$ cat src/rtl/csr_exu_pipe.sv
// csr_exu_pipe: Zicsr execute stage with one registered, back-pressured output.
// Define CSR_EXU_IMM_EN to decode CSRRWI/CSRRSI/CSRRCI; otherwise they trap as illegal.
module csr_exu_pipe #(
  parameter int XLEN  = 64,
  parameter int CNT_W = 32
) (
  input  logic             clk,
  input  logic             rst_n,
  input  logic             in_valid,
  output logic             in_ready,
  input  logic [2:0]       func3,
  input  logic [XLEN-1:0]  rs1_data,
  input  logic [4:0]       rs1_idx,
  input  logic [4:0]       rd_addr,
  input  logic [11:0]      csr_addr,
  input  logic [XLEN-1:0]  csr_rdata,
  input  logic [1:0]       priv,
  input  logic             flush,
  output logic             out_valid,
  input  logic             out_ready,
  output logic [XLEN-1:0]  rd_o,
  output logic [4:0]       rd_addr_o,
  output logic             rd_w_o,
  output logic [XLEN-1:0]  csr_o,
  output logic [11:0]      csr_a_o,
  output logic             csr_w_o,
  output logic             illegal_o,
  output logic [CNT_W-1:0] op_cnt_o
);

  typedef enum logic {EMPTY, FULL} state_t;

  state_t           state_q, state_d;
  logic             accept, hs;
  logic [XLEN-1:0]  src, new_val;
  logic             wr_try, ill, imm_bad;
  logic [XLEN-1:0]  rd_q, csr_q;
  logic [4:0]       rda_q;
  logic [11:0]      csra_q;
  logic             rdw_q, csrw_q, ill_q;
  logic [CNT_W-1:0] cnt_q;

  assign out_valid = (state_q == FULL);
  assign in_ready  = !flush && (!out_valid || out_ready);
  assign accept    = in_valid && in_ready;
  assign hs        = out_valid && out_ready && !flush;

`ifdef CSR_EXU_IMM_EN
  assign src     = func3[2] ? {{(XLEN-5){1'b0}}, rs1_idx}
                            : rs1_data;
  assign imm_bad = 1'b0;
`else
  assign src     = rs1_data;
  assign imm_bad = func3[2];
`endif

  always_comb begin
    new_val = '0;
    unique case (1'b1)
      (func3[1:0] == 2'b01): new_val = src;
      (func3[1:0] == 2'b10): new_val = csr_rdata | src;
      (func3[1:0] == 2'b11): new_val = csr_rdata & ~src;
      default:               new_val = '0;
    endcase
  end

  // Set/clear with rs1=x0 (or zimm=0) is a pure read.
  assign wr_try = (func3[1:0] == 2'b01)
               || (rs1_idx != 5'd0);

  assign ill = (func3[1:0] == 2'b00)
            || imm_bad
            || (wr_try && (csr_addr[11:10] == 2'b11))
            || (priv < csr_addr[9:8]);

  always_comb begin
    state_d = state_q;
    if (flush)          state_d = EMPTY;
    else if (accept)    state_d = FULL;
    else if (out_ready) state_d = EMPTY;
  end

  always_ff @(posedge clk) begin
    if (!rst_n) state_q <= EMPTY;
    else        state_q <= state_d;
  end

  always_ff @(posedge clk) begin
    if (!rst_n) begin
      rd_q   <= '0;
      csr_q  <= '0;
      rda_q  <= '0;
      csra_q <= '0;
      rdw_q  <= 1'b0;
      csrw_q <= 1'b0;
      ill_q  <= 1'b0;
    end else if (accept) begin
      rd_q   <= ill ? '0 : csr_rdata;
      csr_q  <= ill ? '0 : new_val;
      rda_q  <= rd_addr;
      csra_q <= csr_addr;
      rdw_q  <= !ill && (rd_addr != 5'd0);
      csrw_q <= !ill && wr_try;
      ill_q  <= ill;
    end
  end

  always_ff @(posedge clk) begin
    if (!rst_n)              cnt_q <= '0;
    else if (hs && !ill_q)   cnt_q <= cnt_q + CNT_W'(1);
  end

  assign rd_o      = rd_q;
  assign csr_o     = csr_q;
  assign rd_addr_o = rda_q;
  assign csr_a_o   = csra_q;
  assign rd_w_o    = rdw_q & out_valid;
  assign csr_w_o   = csrw_q & out_valid;
  assign illegal_o = ill_q & out_valid;
  assign op_cnt_o  = cnt_q;

endmodule

$ cat config.mk
export PLATFORM = sky130hd
export DESIGN_NAME = csr_exu_pipe
export DESIGN_NICKNAME = d
export VERILOG_FILES = /design/src/rtl/csr_exu_pipe.sv
export SDC_FILE = /design/constraint.sdc
export NUM_CORES = 1
export LEC_CHECK = 0
export BUFFER_PORTS_ARGS = -buffer_cell sky130_fd_sc_hd__buf_4
export CAP_MARGIN = 0
export CORE_AREA = 2 2 132 134
export CTS_CLUSTER_SIZE = 25
export DETAILED_ROUTE_END_ITERATION = 8
export DIE_AREA = 0 0 134 136
export PLACE_DENSITY_LB_ADDON = 0.08
export SLEW_MARGIN = 10
export SYNTH_ARGS = -nofsm -noshare
export SYNTH_HDL_FRONTEND = slang
export SYNTH_SLANG_ARGS = --single-unit
export TNS_END_PERCENT = 30
$ cat constraint.sdc
create_clock -name clk -period 5.1 [get_ports clk]
set_input_delay 0 -clock clk [delete_from_list [all_inputs] [get_ports clk]]
set_output_delay 0 -clock clk [all_outputs]
set_load 0.005 [all_outputs]
After elaboration in Yosys (flattened, before gate mapping)
Cells that the tools add are included.
- bits in registers: 181
- input port bits: 160
- logic and storage cells: 49
- output and inout port bits: 182
- reduce and logical (&&, ||, !) cells: 22
- mux-type cells: 5
- bitwise operators: 7
- add/subtract/negate cells: 1
- eq/ne operators: 4
- magnitude comparators: 1
- operators by type and width (cell ; count):
    $pmux 64 s3 ; 1
    $mux 64 ; 2
    $and 64x64->64 ; 1
    $not 64->64 ; 1
    $or 64x64->64 ; 1
    $add 32x1->32 const B ; 1
    $reduce_bool 5->1 ; 2
    $logic_and 1x1->1 ; 8
    $eq 2x2->1 const B ; 3
    $logic_or 1x1->1 ; 5
    $logic_not 1->1 ; 4
    $and 1x1->1 ; 3
    $eq 2x1->1 const B ; 1
    $logic_not 2->1 ; 1
    $lt 2x2->1 ; 1
    $mux 1 ; 2
    $reduce_bool 2->1 ; 1
    $reduce_or 2->1 ; 1
    $not 1->1 ; 1

Longest topological paths before layout
Gate-level depths: netlist of run 1.
- depth after elaboration: 7
- depth in mapped cells: 8
- depth with buffers taken out: 5

Least setup slack after synthesis of run 1
Ideal clock, no wire load.
- kind: reg-to-reg
- start: reg state_q, in the netlist out_valid
- end: reg cnt_q[27], in the netlist op_cnt_o[27]
- arrival time: 1.934 ns
- data required time: 5.030 ns
- buffers on the path: 2
- library setup time: 0.070 ns
- stages on the path, launching flop included: 7
- setup slack: 3.095 ns
- clock period less this slack: 2.005 ns
- cell sequence: dfxtp_1 > nand4bb_4 > or4_4 > buf_6 > buf_6 > or4_1 > a21oi_1
- cells in the longest elaborated chain, start to end: 3
- ends and longest elaborated chain (element ; RTL line ; text):
    start, declared ; 33 ; state_t state_q, state_d;
    start signal, assigned ; 85 ; else state_q <= state_d;
    $logic_and 1x1->1 (2 in a row) ; 46 ; assign hs = out_valid && out_ready && !flush;
    $logic_and 1x1->1 ; 110 ; else if (hs && !ill_q) cnt_q <= cnt_q + CNT_W'(1);
    end signal, assigned ; 110 ;
    end, declared ; 41 ; logic [CNT_W-1:0] cnt_q;
Every way passes these cells.
A chain may end at the register's enable or synchronous reset.

Worst setup path after layout of run 1
- start: reg state_q, in the netlist out_valid
- end: reg rd_q[62], in the netlist rd_o[62]
- cells in the longest elaborated chain, start to end: 4
- ends and longest elaborated chain (element ; RTL line ; text):
    $logic_not 1->1 ; 44 ; assign in_ready = !flush && (!out_valid || out_ready);
    $logic_or 1x1->1 ; 44 ;
    $logic_and 1x1->1 ; 44 ;
    $logic_and 1x1->1 ; 45 ; assign accept = in_valid && in_ready;
    end signal, assigned ; 98 ; rd_q <= ill ? '0 : csr_rdata;
    end, declared ; 37 ; logic [XLEN-1:0] rd_q, csr_q;
Every way passes these cells.

==> metrics.txt, run 1 <==
TNS Setup 0 ps; Die X between 100 and 150 um; Yosys reg bits about 180; Lkg Pwr slightly above 5 nW; Reg2Reg Depth 5; dpl hpwl approximately 16000 um; worst slew pin tran slightly above 800 ps; Clock Skews 9.11 ps; initial core utilization 41.3%; Die Area approximately 18000 sq um; Longest Clk Path Bufs 2; drt via density 5.32; syn_nets approximately 900; dpl cell area between 9000 and 10000 sq um; worst path required time 5470 ps; status finished clean; initial antenna violation count 0; Reg-to-Reg Start out_valid$_SDFFE_PP0P_; Max Cap Viol 0; Final min period 2900 ps; final hold slack 88.1 ps; CTS buffer count 17; Design Power approximately 3.2 mW; Met1 Wirelength 10200 um; flop-to-flop setup slack 2200 ps; clock sink count 181; sequential area share after synthesis around half; HP Class in -> reg; crit-path max FO 56; Tcrit/Tclk final between 50% and 60%; crit path kind reg -> reg; die height around 140 um; P&R area growth vs syn 67.8%; ANT nets after route 0; final hold vios 0; Worst Path Arrival 3270 ps; GPL Wtd Cong 0.796; final setup margin between 2000 and 2500 ps; post-CTS sizing 0; Core Area approximately 17000 sq um; Layout fillers 1254; Final Setup Violations 0; Rows 48; post-layout net count about 1300; VDD IR-drop max about 0.23 mV; Slew Limit Fails 0; drt pass-1 iters 7; largest net degree at the start of global routing between 100 and 150; H-Tree Depth 4; FMAX approximately 340 MHz; most common cell after layout, fill and taps aside buf_4; fin area 11700 sq um; synthesized instance count between 700 and 800; uppermost layer routed met4; layout cell share with drive strength beyond 1 a little under a third; CTS tree built; R2R Path End rd_o[62]$_SDFFE_PN0P_; CTS clk-pin slew, worst paths 70 ps; # diodes 0; total track usage between 20% and 30%; via count about 7500; clock latency on the worst-skew pair roughly 430 ps; global-route wire length before repair around 38000 um; hold path startpoint rs1_idx[4]; unrepaired setup endpoints after global routing false; number of remaining DRC errors 0; met3 routed WL ~1600 um; I/O Pins around 340; number of global-route vias before repair 7405; DR WL met2 around 13000 um; PD cells ~270 nW/um^2; Mapped Avg Cell Area ~9.6 sq um; iteration-0 DRC count of the detailed router 386; YS warnings 0; Distinct cells, synth 34; WL/cell roughly 18 um; Setup crit start kind flop; Root Buffer clkbuf_16; slew margin rel. 45.9%; Post-Syn Area between 6000 and 7000 sq um; I/O Buffers approximately 340; most frequent cells in the layout buf_4, dfxtp_1, a21oi_1; final wirelength around 25000 um; dpl ws 2190 ps; Congestion Overflow GR 0; hold-critical path depth 4; hold endpoint csrw_q$_SDFFE_PN0P_; Crit. End Element flop
Yosys cell counts (all sizes together):
cell type,n,area (sq um)
a22o,129,1130
dfxtp,181,3620
clkinv,1,3.75
and3,3,18.8
xnor2,3,26.3
or4,21,161
or2b,1,7.51
nor2b,2,12.5
a21oi,170,851
nor2,13,48.8
ha,2,25.0
and4,5,43.8
and2,7,43.8
clkbuf,37,139
nand2,50,188
buf,22,120
nand2b,1,6.26
nand3,13,65.1
o21bai,1,7.51
nand4bb,1,27.5
or3,7,43.8
o31ai,15,113
nor3,3,15.0
inv,5,18.8
nand4,15,93.8
nor4,1,12.5
o21ai,8,40.0
o311a,1,10.0
xor2,7,61.3
and4bb,1,12.5
flip-flops by register name (all words and copies together), names as in the netlist:
| name | count |
|---|---|
| csr_o | 64 |
| rdw_q | 1 |
| out_valid | 1 |
| csrw_q | 1 |
| rd_addr_o | 5 |
| ill_q | 1 |
| csr_a_o | 12 |
| op_cnt_o | 32 |
| rd_o | 64 |
critical path: stages, from the launching register on:
cell and delay, ps:
dfxtp_1 460, or2b_1 280, and3_1 460, nor2_4 730, buf_4 630, a22o_1 250
kinds of logic (layout without fill, tap and decap cells):
family	after synthesis	count (layout)	synth area share, %
adders and majority gates	2	2	0.359
xor gates and xnor gates	10	10	1.26
DFF	181	181	52.0
buffers and inverters	65	533	4.04
AOI/OAI and AO/OA	324	324	30.9
and+or+nand+nor	144	144	11.5
worst max-delay path by stage:
stage / slack [ps] / end / start / cells past startpoint
CTS: 2180 / rd_o[62]$_SDFFE_PN0P_ / out_valid$_SDFFE_PP0P_ / 5
global route: 1960 / csr_o[10]$_SDFFE_PN0P_ / out_valid$_SDFFE_PP0P_ / 5
global placement: 2250 / csr_o[61]$_SDFFE_PN0P_ / out_valid$_SDFFE_PP0P_ / 5
floorplan: 3100 / op_cnt_o[27]$_SDFFE_PN0P_ / out_valid$_SDFFE_PP0P_ / 6
finish: 2200 / rd_o[62]$_SDFFE_PN0P_ / out_valid$_SDFFE_PP0P_ / 5
detailed placement: 2190 / csr_o[10]$_SDFFE_PN0P_ / out_valid$_SDFFE_PP0P_ / 5
per-layer routing:
metal	vias up	track usage, %
li1	3648	-
met1	3585	30.9
met2	263	45.2
met3	46	7.64
met4	0	9.75
met5	-	0
power breakdown:
part           total, mW  switching (mW)  leakage [nW]  internal [mW]
Combinational      0.388           0.166          3.32          0.222
Clock               1.31           0.564         0.276          0.750
Sequential          1.45          0.0143          1.46           1.44
Total               3.15           0.744          5.05           2.41
metrics by stage:
stage | util (%) | instances
final | 69.3 | 1419
after global placement | 57.0 | 1238
after CTS | 69.3 | 1419
after floorplan | - | 726
after detailed placement | 57.0 | 1238
after global routing | 69.3 | 1419
final cells by class:
cell class	count	area [sq um]	area share (%)
tap	225	282	2.41
clock inverter	11	126	1.08
clock buffer	21	460	3.94
inverter	6	22.5	0.193
multi-input combinational	480	3080	26.3
sequential	181	3620	31.0
timing repair buffer	495	4100	35.1
timing repair:
action / 4_1_cts / 5_1_grt
hold endpoints to repair: 151 / 0
endpoints found under the setup margin: 0 / 0
hold buffers: 149 / 0
setup buffers: 0 / 0
Note: power is estimated with default switching activity, not from simulation.
==> inputs of run 2 (changes only) <==
--- a/config.mk
+++ b/config.mk
@@ -5,12 +5,13 @@
 export SDC_FILE = /design/constraint.sdc
 export NUM_CORES = 1
 export LEC_CHECK = 0
+export ABC_AREA = 1
 export BUFFER_PORTS_ARGS = -buffer_cell sky130_fd_sc_hd__buf_4
 export CAP_MARGIN = 0
-export CORE_AREA = 2 2 132 134
+export CORE_MARGIN = 1
+export CORE_UTILIZATION = 45
 export CTS_CLUSTER_SIZE = 25
 export DETAILED_ROUTE_END_ITERATION = 8
-export DIE_AREA = 0 0 134 136
 export PLACE_DENSITY_LB_ADDON = 0.08
 export SLEW_MARGIN = 10
 export SYNTH_ARGS = -nofsm -noshare
==> constraint.sdc (replaced) <==
create_clock -name clk -period 2.76 [get_ports clk]
set_input_delay 0 -clock clk [delete_from_list [all_inputs] [get_ports clk]]
set_output_delay 0 -clock clk [all_outputs]
set_load 0.005 [all_outputs]
==> run 2 against run 1 <==
- clock-buffer cell count is 1 higher
- die area grew 5.0%
- clock skew decreased by 0.87 ps
- largest power group unchanged
- the run now ends with design-rule violations left
- global-route usage rose by 5.2 points
- setup slack lost 1600 ps
- largest cell class unchanged
- synthesized cell count increased by 65%
- worst hold slack got worse by 59 ps
- synthesized area up 20%
==> metrics.txt, run 2 <==
status finished with violations; failing checks design-rule violations; die height ~140 um; Slew Limit Fails 0; most frequent cells in the layout buf_4, nand2_1, dfxtp_1; initial antenna violation count 1; Distinct cells, synth 27; Longest Clk Path Bufs 2; Lkg Pwr roughly 5.6 nW; drt via density 5.33; GR peak layer met2; top-count cell post-synth nand2_1; post-layout net count 1784; global-route wire length before repair 48400 um; Clock Skews around 8.2 ps; I/O Buffers roughly 340; slew margin rel. roughly half; dpl hpwl about 19000 um; initial core utilization ~46%; Register Area between 3000 and 4000 sq um; Die Area 19100 sq um; Mapped Avg Cell Area approximately 7 sq um; FMAX between 400 and 500 MHz; Yosys top cell area share between 40% and 50%; Post-Syn Area between 8000 and 9000 sq um; H-Tree Depth 4; flop-to-flop setup slack ~550 ps; met3 Use GR 7.27%; fin area about 13000 sq um; met2 usage roughly 51%; Post-synth top cells nand2_1, dfxtp_1, a21oi_1; syn_nets roughly 1400; via count 9933; Crit. End Element flop; Worst Path Arrival about 2600 ps; dpl cell area 11000 sq um; layout cell share with drive strength beyond 1 between 20% and 30%; largest net degree at the start of global routing 92; Yosys reg bits 181; most common cell after layout, fill and taps aside buf_4; synthesized instance count ~1200; clock latency on the worst-skew pair ~420 ps; Congestion Overflow GR 0; sequential area share after synthesis between 40% and 50%; Layout fillers 1446; EDFF count, synth 0; Die X 138 um; Core Area 18100 sq um; area occupied by multi-input gates around 4000 sq um; total track usage 31.4%; TNS Setup 0 ps; HP Class in -> reg; CTS tree built; Final min period ~2200 ps; number of global-route vias before repair 9472; crit-path max FO 52; number of remaining DRC errors 30; I/O Pins 342; dpl ws ~980 ps; Rows 49; drt pass-1 iters 7; WL/cell roughly 16 um; CTS clk-pin slew, worst paths approximately 70 ps; P&R area growth vs syn 55.6%; Root Buffer clkbuf_16; worst slew pin tran 777 ps; PD cells around 460 nW/um^2; Tcrit/Tclk final between 70 and 80%; leading register cell type out of synthesis dfxtp_1; met1 usage between 30% and 40%; Setup crit start kind flop; Max Cap Viol 0; iteration-0 DRC count of the detailed router between 700 and 800; unrepaired setup endpoints after global routing false; top post-synthesis cells by area dfxtp_1, nand2_1, nand4_1, a21oi_1, nand3_1; worst path required time roughly 3100 ps; Final Setup Violations 0; leading area contributor after synthesis dfxtp_1; final setup margin 555 ps; ANT nets after route 0; CTS buffer count 17; clock sink count about 180; post-CTS sizing 0; asr flop ratio synth 0%; final hold vios 0; GPL Wtd Cong roughly 0.9; final wirelength between 30000 and 40000 um; crit path kind reg -> reg; VDD IR-drop max approximately 0.45 mV; YS warnings 0
run 2: changes by cell type in the layout (fill, tap and decap cells not counted), sizes merged, moves of 9 or more:
cell and change:
nand3 +78, or4 -21, o21ai +65, o31ai -15, a22o -129, buf +9, a21oi -11, inv +117
nor2 +60, nand4 +126, nand2 +200
run 2: cell families (layout without fill, tap and decap cells):
group,Yosys count,count (layout),synth area share (%)
xor+xnor,3,3,0.314
flops,181,181,43.3
buf+inv,213,651,10.4
simple gates,562,562,31.4
fa+ha+maj,2,2,0.299
other cells,0,1,0
compound gates,236,236,14.2
run 2: area by class of cell:
cell class                 instances  share of cell area (%)
multi-input combinational        803                    29.9
antenna                            1                  0.0192
timing repair buffer             497                    32.0
sequential                       181                    27.8
inverter                         122                    3.54
tap                              229                    2.20
clock buffer                      22                    3.72
clock inverter                    10                   0.750
run 2: power by group:
group	internal, mW	switching (mW)	total, mW
combinational	0.430	0.453	0.883
clock	1.35	1.06	2.40
sequential	2.65	0.0241	2.67
run 2: per-stage QoR:
step           hold WS (ps)  utilization [%]  std cells  total power [mW]
4_1_cts                4.12             71.9       1864              5.98
3_3_place_gp            222             60.9       1690              3.43
6_report               29.1             72.0       1865              5.96
2_1_floorplan          31.1                -       1197              3.07
3_5_place_dp            227             60.9       1690              3.43
5_1_grt                56.5             72.0       1865              6.19
run 2: final timing paths:
check / depth (start not counted) / from / end
worst max-delay path: 7 / out_valid$_SDFFE_PP0P_ / csr_a_o[9]$_SDFFE_PN0P_
worst min-delay path: 6 / rs1_data[28] / csr_o[28]$_SDFFE_PN0P_
worst max register to register: 7 / out_valid$_SDFFE_PP0P_ / csr_a_o[9]$_SDFFE_PN0P_
worst min register to register: 2 / rd_addr_o[3]$_SDFFE_PN0P_ / rd_addr_o[3]$_SDFFE_PN0P_
run 2: what timing repair did:
action	CTS	global route
setup buffers	0	0
hold buffers	142	0
hold endpoints to repair	161	0
run 2: metal layers:
metal	wire, um	part of all wire (%)
met5	0	0
met2	14200	47
met1	12300	40
met3	2240	7.4
met4	1700	5.6
run 2: worst max-delay path, cell delays in order (launching register included):
cell,delay [ps]
dfxtp_1,360
nand2_1,170
nand3_4,110
inv_2,380
buf_12,310
o21ai_0,120
a21oi_1,130
dlygate4sd3_1,550
